`config.mk`:
```
export PLATFORM = sky130hd
export DESIGN_NAME = irq_retryer_mc
export DESIGN_NICKNAME = d
export VERILOG_FILES = /design/src/rtl/irq_retryer_mc.sv
export SDC_FILE = /design/constraint.sdc
export NUM_CORES = 1
export LEC_CHECK = 0
export BUFFER_PORTS_ARGS = -buffer_cell sky130_fd_sc_hd__buf_2
export CAP_MARGIN = 20
export CORE_ASPECT_RATIO = 1.25
export CORE_MARGIN = 2
export CORE_UTILIZATION = 50
export DETAILED_ROUTE_END_ITERATION = 12
export PLACE_DENSITY_LB_ADDON = 0.12
export SKIP_LAST_GASP = 1
export SYNTH_ARGS = -nofsm -noshare
export SYNTH_HDL_FRONTEND = slang
export SYNTH_SLANG_ARGS = --single-unit
```
`constraint.sdc`:
```
create_clock -name CLK -period 5.7 [get_ports CLK]
set_input_delay 0.285 -clock CLK [delete_from_list [all_inputs] [get_ports CLK]]
set_output_delay 0.285 -clock CLK [all_outputs]
set_load 0.005 [all_outputs]
```
`src/rtl/irq_retryer_mc.sv`:
```
// irq_retryer_mc: counts un-acknowledged interrupt events per channel and
// re-signals any channel that stays pending longer than RETRY_PERIOD cycles.
// A round-robin arbiter serialises the retries onto one strobe plus index.
// Optional feature macro: IRQ_RETRYER_OVERFLOW_EN adds sticky saturation flags.
`timescale 1ns/1ps
module irq_retryer_mc #(
   parameter int N_CH   = 4,
   parameter int CNT_W  = 32,
   parameter int PEND_W = 6,
   localparam int CH_W  = (N_CH > 1) ? $clog2(N_CH) : 1
) (
   input  logic              CLK,
   input  logic              RESETN,
   input  logic [CNT_W-1:0]  RETRY_PERIOD,
   input  logic [N_CH-1:0]   EVENT_IN,
   input  logic [N_CH-1:0]   EVENT_ACK,
   output logic [N_CH-1:0]   PENDING,
   output logic              RETRY_VALID,
   output logic [CH_W-1:0]   RETRY_CH,
   output logic [N_CH-1:0]   OVERFLOW,
   input  logic [N_CH-1:0]   OVF_CLR
);

   localparam logic [PEND_W-1:0] PEND_MAX = '1;
   localparam logic [CNT_W-1:0]  ONE      = CNT_W'(1);

   logic [N_CH-1:0]   ev_in_q, ev_in_d, ack_in_q, ack_in_d;
   logic              armed_q, armed_d;
   logic [N_CH-1:0]   ev_p_q, ev_p_d, ack_p_q, ack_p_d;
   logic [PEND_W-1:0] cnt_q [N_CH];
   logic [PEND_W-1:0] cnt_d [N_CH];
   logic [N_CH-1:0]   pending_q, pending_d;
   logic [CNT_W-1:0]  tmr_q [N_CH];
   logic [CNT_W-1:0]  tmr_d [N_CH];
   logic [N_CH-1:0]   req_q, req_d, req_eff;
   logic [CH_W-1:0]   ptr_q, ptr_d;
   logic              retry_valid_q, retry_valid_d;
   logic [CH_W-1:0]   retry_ch_q, retry_ch_d;
   logic              grant_vld;
   logic [CH_W-1:0]   grant_idx, arb_idx;
   logic              period_ok;
   logic [CNT_W-1:0]  period_m1;

   // (base + off) mod N_CH without a generic divider
   function automatic logic [CH_W-1:0] wrap_add(input logic [CH_W-1:0] base,
                                               input int unsigned off);
      logic [CH_W:0] sum;
      sum = {1'b0, base} + (CH_W+1)'(off);
      if (sum >= (CH_W+1)'(N_CH)) sum = sum - (CH_W+1)'(N_CH);
      return sum[CH_W-1:0];
   endfunction

   // Rising-edge detection; the first sampled cycle after reset is never an edge
   always_comb begin
      ev_in_d  = EVENT_IN;
      ack_in_d = EVENT_ACK;
      armed_d  = 1'b1;
      ev_p_d   = armed_q ? (EVENT_IN  & ~ev_in_q)  : '0;
      ack_p_d  = armed_q ? (EVENT_ACK & ~ack_in_q) : '0;
   end

   // Saturating pending counters and registered non-zero flag
   always_comb begin
      for (int i = 0; i < N_CH; i++) begin
         cnt_d[i]     = cnt_q[i];
         pending_d[i] = (cnt_q[i] != '0);
         if (ev_p_q[i] && !ack_p_q[i] && cnt_q[i] != PEND_MAX)
            cnt_d[i] = cnt_q[i] + PEND_W'(1);
         else if (ack_p_q[i] && !ev_p_q[i] && cnt_q[i] != '0)
            cnt_d[i] = cnt_q[i] - PEND_W'(1);
      end
   end

   // Round-robin grant: first live request at or after the pointer
   always_comb begin
      // NOTE: every comb output gets a default first so no path can infer a latch.
      req_eff   = req_q & pending_q;
      grant_vld = 1'b0;
      grant_idx = '0;
      arb_idx   = '0;
      for (int k = 0; k < N_CH; k++) begin
         arb_idx = wrap_add(ptr_q, int'(k));
         if (!grant_vld && req_eff[arb_idx]) begin
            grant_vld = 1'b1;
            grant_idx = arb_idx;
         end
      end
      ptr_d         = grant_vld ? wrap_add(grant_idx, 1) : ptr_q;
      retry_valid_d = grant_vld;
      retry_ch_d    = grant_idx;
   end

   // Retry timers and sticky request vector
   always_comb begin
      period_ok = (RETRY_PERIOD > ONE);
      period_m1 = RETRY_PERIOD - ONE;
      req_d     = req_q;
      if (grant_vld) req_d[grant_idx] = 1'b0;
      for (int i = 0; i < N_CH; i++) begin
         tmr_d[i] = '0;
         if (pending_q[i] && period_ok) begin
            if (ev_p_q[i]) begin
               tmr_d[i] = '0;
            end else if (tmr_q[i] >= period_m1) begin
               tmr_d[i] = '0;
               req_d[i] = 1'b1;
            end else begin
               tmr_d[i] = tmr_q[i] + ONE;
            end
         end
         if (!pending_q[i]) req_d[i] = 1'b0;
      end
   end

   // State registers
   always_ff @(posedge CLK or negedge RESETN) begin
      // NOTE: sequential state uses non-blocking assignments so all flops see pre-edge values.
      if (!RESETN) begin
         ev_in_q       <= '0;
         ack_in_q      <= '0;
         armed_q       <= 1'b0;
         ev_p_q        <= '0;
         ack_p_q       <= '0;
         pending_q     <= '0;
         req_q         <= '0;
         ptr_q         <= '0;
         retry_valid_q <= 1'b0;
         retry_ch_q    <= '0;
         // NOTE: these arrays are flop banks, not RAM, so they take the async reset like any other state.
         for (int i = 0; i < N_CH; i++) begin
            cnt_q[i] <= '0;
            tmr_q[i] <= '0;
         end
      end else begin
         ev_in_q       <= ev_in_d;
         ack_in_q      <= ack_in_d;
         armed_q       <= armed_d;
         ev_p_q        <= ev_p_d;
         ack_p_q       <= ack_p_d;
         pending_q     <= pending_d;
         req_q         <= req_d;
         ptr_q         <= ptr_d;
         retry_valid_q <= retry_valid_d;
         retry_ch_q    <= retry_ch_d;
         cnt_q         <= cnt_d;
         tmr_q         <= tmr_d;
      end
   end

`ifdef IRQ_RETRYER_OVERFLOW_EN
   logic [N_CH-1:0] ovf_q, ovf_d;

   // Sticky overflow: set on an increment attempt at max, clear has priority
   always_comb begin
      for (int i = 0; i < N_CH; i++) begin
         ovf_d[i] = ovf_q[i] | (ev_p_q[i] & ~ack_p_q[i] & (cnt_q[i] == PEND_MAX));
         if (OVF_CLR[i]) ovf_d[i] = 1'b0;
      end
   end

   // Overflow flag register
   always_ff @(posedge CLK or negedge RESETN) begin
      if (!RESETN) ovf_q <= '0;
      else         ovf_q <= ovf_d;
   end

   assign OVERFLOW = ovf_q;
`else
   logic unused_ovf_clr;
   assign unused_ovf_clr = ^OVF_CLR;
   assign OVERFLOW       = '0;
`endif

   assign PENDING     = pending_q;
   assign RETRY_VALID = retry_valid_q;
   assign RETRY_CH    = retry_ch_q;

endmodule

```
==> flow_metrics.py, run 1 <==
metrics = {
    "clock_tree": {
        "path_clk_slew_ps": 70,
        "htreeDepth": 4,
        "cts_hold_buf": 9,
        "cts_buffers": 17,
        "worstSkewPairLatency_ps": 440,
        "cts_tree": "yes",
        "cts_sinks": 182,
        "ctsResizeCount": 0,
        "clk_path_buf_depth": 2,
        "root_buffer": "clkbuf_16",
        "cts_setup_buffers": 0,
    },
    "die": {
        "die_w_um": 144.8,
        "core_area_um2": 24420,
        "num_rows": 64,
        "io_pins": 57,
        "initial_core_util_pct": 50.74,
        "dieArea_um2": 26070,
        "die_y_um": 180.0,
    },
    "logic_synthesis": {
        "syn_area_um2": 12390,
        "netlist.area_leader.share_pct": 36.75,
        "synthArstFlopShare_pct": 100.0,
        "synth_cell_types": 70,
        "yosys.area.top_type": "dfrtp_1",
        "synth_sequential_area_ratio_pct": 36.75,
        "synthesis.instances": 1293,
        "syn_avg_cell_area_um2": 9.584,
        "synth_edf_count": 0,
        "ys.flop_type": "dfrtp_1",
        "synth_area_leaders": "dfrtp_1 37%, ha_1 15%, xnor2_1 6.3%",
        "synth-seq-cells": 182,
        "ys_warn_count": 0,
    },
    "pwr": {
        "leakage_uw": 0.006307,
        "pwr-share-seq_pct": 44.2,
        "power_frac_clock_pct": 31.1,
        "intPower_uw": 2521,
        "p_comb_share_pct": 24.7,
        "swShare_pct": 33.07,
        "ir_drop_v": 0.0002298,
        "p_per_area_nw_per_um2": 274.8,
        "power_switching_uw": 1245,
    },
    "routing": {
        "vias": 9517,
        "drt_pre_antenna_iters": 7,
        "ant_nets": 0,
        "drtIter0Drc": 459,
        "avgRoutedWirePerCell_um": 16.71,
        "wl_um": 28520,
        "viasPerCell": 5.575,
        "drc": 0,
    },
    "worst_setup_path": {
        "worstPathRequired_ps": 6030,
        "cp-endpoint": "tmr_q[95]",
        "rrSetupSlack_ps": 2470,
        "crit_start": "RETRY_PERIOD[0]",
        "end_kind": "flip-flop",
        "reg2reg_to": "tmr_q[95]",
        "critical_path_class": "input pin to flip-flop",
        "cp.arrival_ps": 5050,
        "path_max_fanout": 26,
        "rr_startpoint": "tmr_q[87]",
        "startpoint_type": "input pin",
        "reg2reg_depth": 10,
    },
    "final_layout": {
        "nets": 1559,
        "utilization_pct": 56.11,
        "fillCellCount": 2221,
        "finalNonFillerCells": 1707,
        "syn_to_final_growth_pct": 10.58,
        "drive_above_1_share_pct": 11.26,
    },
    "grt": {
        "antenna_found_initial": 1,
        "grt_pass1_vias": 9567,
        "grt_start_max_net_pins": 74,
        "grt_overflow_total": 0,
        "grt_usage_pct": 22.80,
        "grt_pass1_wl_um": 47090,
    },
    "sta": {
        "worstMarginPinSlew_ps": 1087,
        "finalCritPeriodShare_pct": 82.81,
        "setup_tns_ps": 0,
        "slew_violations": 0,
        "max_freq_mhz": 211.9,
        "grt_setup_unrepaired": "no",
        "skew_ps": 10.78,
        "setup_violations": 0,
        "hold_viol": 0,
        "slew_headroom_pct": 27.38,
        "post-route-min-period_ps": 4720,
    },
    "place": {
        "dp.cells": 1665,
        "portBuffers": 48,
        "routabilityCongestion": 0.8969,
        "dp_hpwl_um": 21380,
    },
    "min_path": {
        "hp-class": "flip-flop to flip-flop",
    },
    "run": {
        "maxCapViolCount": 0,
    },
    "run_status": {
        "status": "completed",
    },
}
registers in the layout, summed over array words and instances (netlist names), 2 cells and up:
name / flops
tmr_q: 128
cnt_q: 24
PENDING: 4
ack_in_q: 4
ack_p_q: 4
ev_in_q: 4
ev_p_q: 4
req_q: 4
RETRY_CH: 2
ptr_q: 2
cells in the final DEF (no fill, tap or decap), drive strengths merged, types with 5 or more instances in the layout:
master       count
a211oi          13
a21o            17
a21oi           51
a311o            6
a41o             6
and2             8
and3            30
and3b            7
and4            12
buf             67
clkbuf          19
clkinvlp         5
conb             5
dfrtp          182
dlygate4sd3      9
ha             146
inv             51
mux2             8
nand2           90
nand2b           5
nand3           59
nand4           33
nor2           156
nor3            87
nor4            12
o211ai          11
o21a             7
o21ai           30
o21bai           5
or3              7
xnor2           89
xor2            84
logic make-up (layout without fill, tap and decap cells):
logic type | Yosys count | in the layout | share of synthesized area, %
simple gates | 522 | 522 | 21.28
compound gates | 182 | 182 | 10.60
flops | 182 | 182 | 36.75
xor+xnor | 174 | 174 | 12.41
fa+ha+maj | 150 | 150 | 15.39
buf+inv | 73 | 153 | 2.777
mux | 8 | 8 | 0.7270
other cells | 2 | 6 | 0.06060
synthesized netlist by cell type (3+ instances only):
| cell | instances |
|---|---|
| nand2_1 | 90 |
| a221oi_1 | 3 |
| nand4_1 | 33 |
| inv_1 | 44 |
| buf_6 | 6 |
| nor4_1 | 10 |
| mux2_2 | 8 |
| a41o_1 | 6 |
| nor3_1 | 87 |
| and3_1 | 30 |
| and2_1 | 7 |
| ha_1 | 146 |
| nand3_1 | 59 |
| a21o_1 | 17 |
| a311o_1 | 6 |
| o22a_1 | 3 |
| o21ai_0 | 25 |
| dfrtp_1 | 182 |
| nand2b_1 | 5 |
| xor2_1 | 84 |
| buf_2 | 8 |
| fa_1 | 4 |
| o21a_1 | 6 |
| o21ai_1 | 5 |
| or2_2 | 3 |
| or3_1 | 6 |
| buf_4 | 4 |
| o2bb2ai_1 | 3 |
| xnor2_1 | 89 |
| nor2_2 | 30 |
| nor2b_1 | 3 |
| and3b_1 | 7 |
| clkbuf_1 | 11 |
| a21oi_1 | 50 |
| or4_1 | 4 |
| o211ai_1 | 8 |
| nor2_1 | 126 |
| a31oi_1 | 3 |
| and4_1 | 12 |
| a211oi_1 | 13 |
| o21bai_1 | 5 |
power groups by stage:
stage | combinational, uW | sequential, uW | clock (uW)
floorplan | 732 | 1630 | 0
global placement | 896 | 1690 | 0
detailed placement | 933 | 1680 | 0
CTS | 941 | 1660 | 1200
global route | 1080 | 1690 | 1250
finish | 931 | 1660 | 1170
worst max-delay path: stages:
cell and delay [ps]:
buf_2 120, inv_1 220, ha_1 280, or4b_1 520
or3_1 450, nor3_1 380, nand2_1 120, xor2_1 160
buf_4 160, ha_1 270, nand2_1 70, o21ai_0 170
a31oi_1 130, o2111ai_1 300, nor3_1 150, a21oi_4 860
buf_4 320, nor2_1 60
final cells by class:
cell class / instances / area, um^2 / area share [%]
Clock inverter: 14 / 137.6 / 1.004
Antenna cell: 1 / 2.502 / 0.01826
Inverter: 44 / 165.2 / 1.205
Sequential cell: 182 / 4554 / 33.24
Timing Repair Buffer: 77 / 489.2 / 3.570
Tap cell: 330 / 412.9 / 3.013
Multi-Input combinational cell: 1041 / 7512 / 54.82
Clock buffer: 18 / 429.2 / 3.132
per-layer routing:
layer | part of all wire (%) | GRT usage (%) | wire length, um | vias to the layer above
met4 | 2.0 | 6.252 | 563 | 0
met5 | 0 | 0 | 0 | -
li1 | - | - | - | 4760
met1 | 45 | 29.91 | 12780 | 4530
met2 | 49 | 38.70 | 13930 | 192
met3 | 4.4 | 3.827 | 1246 | 35
worst min-delay path by stage:
stage	start	endpoint	slack, ps	cells past startpoint
2_1_floorplan	RESETN	PENDING[0]	-10	0
3_3_place_gp	RESETN	tmr_q[5]	340	1
3_5_place_dp	RESETN	tmr_q[1]	350	1
4_1_cts	ack_in_q[2]	ack_p_q[2]	390	1
5_1_grt	ack_in_q[2]	ack_p_q[2]	410	1
6_report	ack_in_q[2]	ack_p_q[2]	390	1
stage by stage:
step,instance area (um^2),total power [uW],worst slack (ps),hold slack (ps)
5_1_grt,13700,4028,595.6,411.9
4_1_cts,13700,3804,954.6,394.9
6_report,13700,3766,979.7,393.1
3_5_place_dp,13040,2615,504.1,351.7
2_1_floorplan,12400,2365,1589,-10.59
3_3_place_gp,13040,2582,525.0,343.7
No activity file was read; power rests on OpenSTA's default activity.
==> run 2, diff against run 1 <==
==> constraint.sdc (replaced) <==
create_clock -name CLK -period 3.9 [get_ports CLK]
set_input_delay 0.195 -clock CLK [delete_from_list [all_inputs] [get_ports CLK]]
set_output_delay 0.195 -clock CLK [all_outputs]
set_load 0.005 [all_outputs]
==> run 2 against run 1 <==
Against the previous run:
- power rose by 50%
- wire length rose by 4.0%
- first-iteration DRC count rose by 25%
- setup slack got worse by 750 ps
- die area did not move
- count of clock-buffer cells in the layout rose by 1
- sequential share of layout area fell by 1.4 points
- critical path depth fell by 2
- global-route usage rose by 1.1 points
- non-clock buffer count rose by 52
- hold slack improved by 1.6 ps
- largest power group unchanged
- highest routed layer unchanged
==> flow_metrics.py, run 2 (synthesized netlist as in run 1, its figures left out) <==
metrics = {
    "die": {
        "io_pins": 57,
        "dieArea_um2": 26070,
        "num_rows": 64,
        "die_w_um": 144.8,
        "initial_core_util_pct": 50.74,
        "core_area_um2": 24420,
        "die_y_um": 180.0,
    },
    "sta": {
        "slew_violations": 0,
        "worstMarginPinSlew_ps": 838.2,
        "slew_headroom_pct": 44.12,
        "finalCritPeriodShare_pct": 94.11,
        "setup_violations": 0,
        "skew_ps": 9.892,
        "post-route-min-period_ps": 3670,
        "max_freq_mhz": 272.4,
        "hold_viol": 0,
        "grt_setup_unrepaired": "no",
        "setup_ws_ps": 229.6,
    },
    "worst_setup_path": {
        "rr_startpoint": "tmr_q[6]",
        "worstPathRequired_ps": 4240,
        "critical_path_class": "input pin to flip-flop",
        "crit_start": "RETRY_PERIOD[1]",
        "end_kind": "flip-flop",
        "path_max_fanout": 18,
        "cp.arrival_ps": 4010,
        "startpoint_type": "input pin",
    },
    "pwr": {
        "ir_drop_v": 0.0002971,
        "intPower_uw": 3854,
        "p_per_area_nw_per_um2": 395.7,
        "p_comb_share_pct": 24.8,
        "leakage_uw": 0.006625,
        "pwr-share-seq_pct": 43.1,
        "swShare_pct": 31.84,
        "power_switching_uw": 1801,
        "power_frac_clock_pct": 32.1,
        "power_uw": 5654,
    },
    "grt": {
        "use_met1_pct": 31.26,
        "grt_start_max_net_pins": 104,
        "antenna_found_initial": 0,
        "grt_usage_pct": 23.86,
        "grt_overflow_total": 0,
        "top_usage_layer": "met2",
        "grt_use_met3_pct": 3.588,
        "grt_pass1_wl_um": 49020,
        "grt_pass1_vias": 9765,
        "globalRouteMet2Util_pct": 40.25,
    },
    "final_layout": {
        "finalNonFillerCells": 1758,
        "syn_to_final_growth_pct": 15.33,
        "diodes": 0,
        "final_cell_mix": "182 x dfrtp_1, 145 x ha_1, 126 x nor2_1, 90 x nand2_1, 89 x xnor2_1",
        "nets": 1611,
        "final_common_cell": "dfrtp_1",
        "fillCellCount": 2134,
        "utilization_pct": 58.51,
        "largest_reg_flops": 128,
        "regMostFlops": "tmr_q",
        "design_area_um2": 14290,
        "reg.largest.list": "tmr_q (128), cnt_q (24)",
        "drive_above_1_share_pct": 15.27,
    },
    "run": {
        "maxCapViolCount": 0,
    },
    "routing": {
        "drtIter0Drc": 574,
        "vias": 9795,
        "drc": 0,
        "drt_pre_antenna_iters": 5,
        "wl_um": 29660,
        "ant_nets": 0,
        "viasPerCell": 5.572,
        "avgRoutedWirePerCell_um": 16.87,
    },
    "place": {
        "dp_hpwl_um": 22450,
        "dp.cells": 1717,
        "routabilityCongestion": 0.8744,
        "portBuffers": 48,
        "place_area_um2": 13560,
        "dp_slack_ps": -297.8,
    },
    "clock_tree": {
        "path_clk_slew_ps": 70,
        "worstSkewPairLatency_ps": 440,
        "clk_path_buf_depth": 2,
        "htreeDepth": 4,
        "cts_sinks": 182,
        "cts_tree": "yes",
        "root_buffer": "clkbuf_16",
        "cts_setup_buffers": 0,
        "cts_buffers": 17,
    },
    "min_path": {
        "hold_start": "ack_in_q[2]",
        "hp-class": "flip-flop to flip-flop",
    },
    "run_status": {
        "status": "completed",
    },
}
==> run 2: metrics by stage <==
stage                     setup TNS (ps)  hold slack (ps)
after global routing                   0            390.6
after global placement            -18270            314.9
final                                  0            394.7
after detailed placement          -25850            318.6
after CTS                              0            378.1
after floorplan                        0           -100.6
==> run 2: path summary, 6_finish.rpt <==
path,end,slack (ps),cells after the start
hold / removal,ack_p_q[2],390,1
hold reg to reg,ack_p_q[2],390,1
setup / recovery,tmr_q[112],230,16
setup reg to reg,tmr_q[19],1160,10
min in group asynchronous,tmr_q[67],410,2
max in group asynchronous,ack_p_q[2],2630,3
==> run 2: cell type report <==
| type | count | area, um^2 | area share, % |
|---|---|---|---|
| sequential | 182 | 4554 | 31.87 |
| clock buffer | 19 | 442.9 | 3.099 |
| clock inverter | 13 | 168.9 | 1.182 |
| timing repair buffer | 129 | 979.7 | 6.855 |
| inverter | 44 | 165.2 | 1.156 |
| multi-input combinational | 1041 | 7567 | 52.95 |
| tap | 330 | 412.9 | 2.889 |
==> run 2: layer usage <==
layer  up-vias  share of wire (%)
met5         -                  0
met4         0                2.5
met3        43                3.5
met2       203                 49
met1      4680                 44
li1       4869                  -
==> run 2: worst max-delay path: stages <==
cell	delay (ps)
buf_2	110
inv_1	70
ha_2	180
or4b_4	490
or3_4	420
or4_4	560
xor2_2	280
ha_1	290
o21ai_0	160
a21oi_1	90
a221oi_1	310
o41a_1	240
a31o_2	140
o31ai_4	100
buf_12	170
nor3_1	200
==> run 2: power by group through the flow <==
stage | registers (uW) | clock network, uW | logic, uW
6_report | 2440 | 1820 | 1400
5_1_grt | 2480 | 1930 | 1630
4_1_cts | 2440 | 1860 | 1420
3_5_place_dp | 2470 | 0 | 1410
3_3_place_gp | 2470 | 0 | 1350
2_1_floorplan | 2390 | 0 | 1070
==> run 2: timing repair <==
item	CTS	global route
hold buffers	9	0
resized for setup	0	5
endpoints found under the setup margin	0	48
hold endpoints to repair	116	0
==> run 3, diff against run 2 <==
--- a/config.mk
+++ b/config.mk
@@ -8,7 +8,7 @@
 export BUFFER_PORTS_ARGS = -buffer_cell sky130_fd_sc_hd__buf_2
 export CAP_MARGIN = 20
 export CORE_ASPECT_RATIO = 1.25
-export CORE_MARGIN = 2
+export CORE_MARGIN = 4
 export CORE_UTILIZATION = 50
 export DETAILED_ROUTE_END_ITERATION = 12
 export PLACE_DENSITY_LB_ADDON = 0.12
==> run 3 against run 2 <==
Against the previous run:
- largest cell class unchanged
- clock skew is 2.1 ps lower
- clock power is 3% lower
- power is 0.51% lower
- combinational power hardly changed
- critical path type unchanged
- cell count hardly changed
- register-to-register slack hardly changed
- count of clock-buffer cells in the layout is 2 lower
- hold slack worse by 2.7 ps
- sequential share of layout area hardly changed
- final area hardly changed
- critical endpoint is now tmr_q[120]
- flip-flop and latch count stayed put
- highest routed layer unchanged
==> flow_metrics.py, run 3 (synthesized netlist as in run 1, its figures left out) <==
metrics = {
    "clock_tree": {
        "worstSkewPairLatency_ps": 440,
        "clk_path_buf_depth": 2,
        "root_buffer": "clkbuf_16",
        "cts_tree": "yes",
        "htreeDepth": 4,
        "cts_buffers": 17,
        "cts_sinks": 182,
        "path_clk_slew_ps": 70,
    },
    "worst_setup_path": {
        "cp.arrival_ps": 4070,
        "critical_path_class": "input pin to flip-flop",
        "startpoint_type": "input pin",
        "worstPathRequired_ps": 4260,
        "path_max_fanout": 17,
        "end_kind": "flip-flop",
    },
    "routing": {
        "drc": 0,
        "wl_um": 30130,
        "avgRoutedWirePerCell_um": 17.13,
        "ant_nets": 0,
        "drtIter0Drc": 486,
        "vias": 9854,
        "drt_pre_antenna_iters": 5,
        "viasPerCell": 5.602,
    },
    "sta": {
        "skew_ps": 7.779,
        "max_freq_mhz": 269.1,
        "worstMarginPinSlew_ps": 875.8,
        "finalCritPeriodShare_pct": 95.30,
        "hold_viol": 0,
        "slew_headroom_pct": 41.61,
        "slew_violations": 0,
        "setup_ws_ps": 183.4,
        "post-route-min-period_ps": 3717,
        "grt_setup_unrepaired": "no",
        "setup_violations": 0,
    },
    "final_layout": {
        "largest_reg_flops": 128,
        "drive_above_1_share_pct": 15.40,
        "syn_to_final_growth_pct": 15.29,
        "nets": 1612,
        "diodes": 0,
        "final_cell_mix": "182 x dfrtp_1, 145 x ha_1, 126 x nor2_1, 90 x nand2_1, 89 x xnor2_1",
        "final_common_cell": "dfrtp_1",
        "utilization_pct": 58.49,
        "regMostFlops": "tmr_q",
        "reg.largest.list": "tmr_q (128), cnt_q (24)",
    },
    "die": {
        "io_pins": 57,
        "initial_core_util_pct": 50.74,
        "core_area_um2": 24420,
        "die_y_um": 184.0,
        "num_rows": 64,
        "die_w_um": 148.8,
        "dieArea_um2": 27380,
    },
    "pwr": {
        "p_comb_share_pct": 25.2,
        "power_frac_clock_pct": 31.4,
        "ir_drop_v": 0.0004229,
        "swShare_pct": 32.80,
        "pwr-share-seq_pct": 43.4,
        "leakage_uw": 0.006620,
        "intPower_uw": 3780,
        "power_uw": 5626,
        "power_switching_uw": 1845,
        "p_per_area_nw_per_um2": 393.8,
    },
    "grt": {
        "grt_usage_pct": 23.03,
        "grt_pass1_vias": 9927,
        "antenna_found_initial": 0,
        "grt_overflow_total": 0,
        "grt_pass1_wl_um": 50580,
        "grt_start_max_net_pins": 101,
    },
    "place": {
        "routabilityCongestion": 0.8441,
        "portBuffers": 48,
        "dp_hpwl_um": 22900,
        "dp_slack_ps": -430.0,
    },
    "run": {
        "maxCapViolCount": 0,
    },
    "min_path": {
        "hp-class": "input pin to async pin",
    },
    "run_status": {
        "status": "completed",
    },
}
==> run 3: stage by stage <==
stage                     hold WS [ps]  TNS, ps  std cells  instance area, um^2
after floorplan                 -100.6        0       1296                12430
after global placement           316.9   -35830       1717                13560
after detailed placement         319.4   -45770       1717                13560
after CTS                        363.1        0       1758                14260
after global routing             415.5        0       1759                14290
final                            392.0        0       1759                14290
==> run 3: what timing repair did <==
item,4_1_cts,5_1_grt
hold endpoints to repair,113,0
setup endpoints to repair,1,124
setup buffers,0,1
gates resized for setup,1,6
hold buffers,9,0
pin swaps,0,1
gates cloned,0,0
==> run 3: final timing paths <==
path / startpoint / cells after the start / slack (ps) / end
hold / removal: RESETN / 2 / 390 / tmr_q[64]
hold reg to reg: ack_in_q[2] / 1 / 390 / ack_p_q[2]
setup / recovery: RETRY_PERIOD[1] / 16 / 180 / tmr_q[120]
max in group asynchronous: RESETN / 3 / 2630 / tmr_q[59]
min in group CLK: ack_in_q[2] / 1 / 390 / ack_p_q[2]
setup reg to reg: tmr_q[6] / 10 / 1170 / tmr_q[8]
==> run 3: power by group through the flow <==
stage          sequential (uW)  clock (uW)  combinational [uW]
3_5_place_dp              2470           0                1420
6_report                  2440        1770                1420
5_1_grt                   2480        1880                1640
2_1_floorplan             2390           0                1070
4_1_cts                   2440        1810                1440
3_3_place_gp              2470           0                1360
==> run 3: routing by layer <==
layer	track usage, %	share of wire, %
met2	39.61	50
met1	29.80	44
met4	7.912	2.6
met3	3.379	3.6
met5	0	0
==> run 3: final cells by class <==
class                           count  area [um^2]
Multi-Input combinational cell   1041         7576
Tap cell                          330        412.9
Sequential cell                   182         4554
Timing Repair Buffer              130        987.2
Fill cell                        2182        10140
Inverter                           44        165.2
Clock buffer                       17        425.4
Clock inverter                     15        165.2
==> run 3: critical path, cell delays in order <==
cell and delay (ps):
buf_2 110, inv_1 70, ha_2 180, or4b_4 500, or3_4 420, or4_4 580, xor2_4 260, ha_1 300
o21ai_0 160, a21oi_1 90, a221oi_1 340, o41a_1 260, a31o_2 140, o31ai_4 100, buf_12 170, nor3_1 190
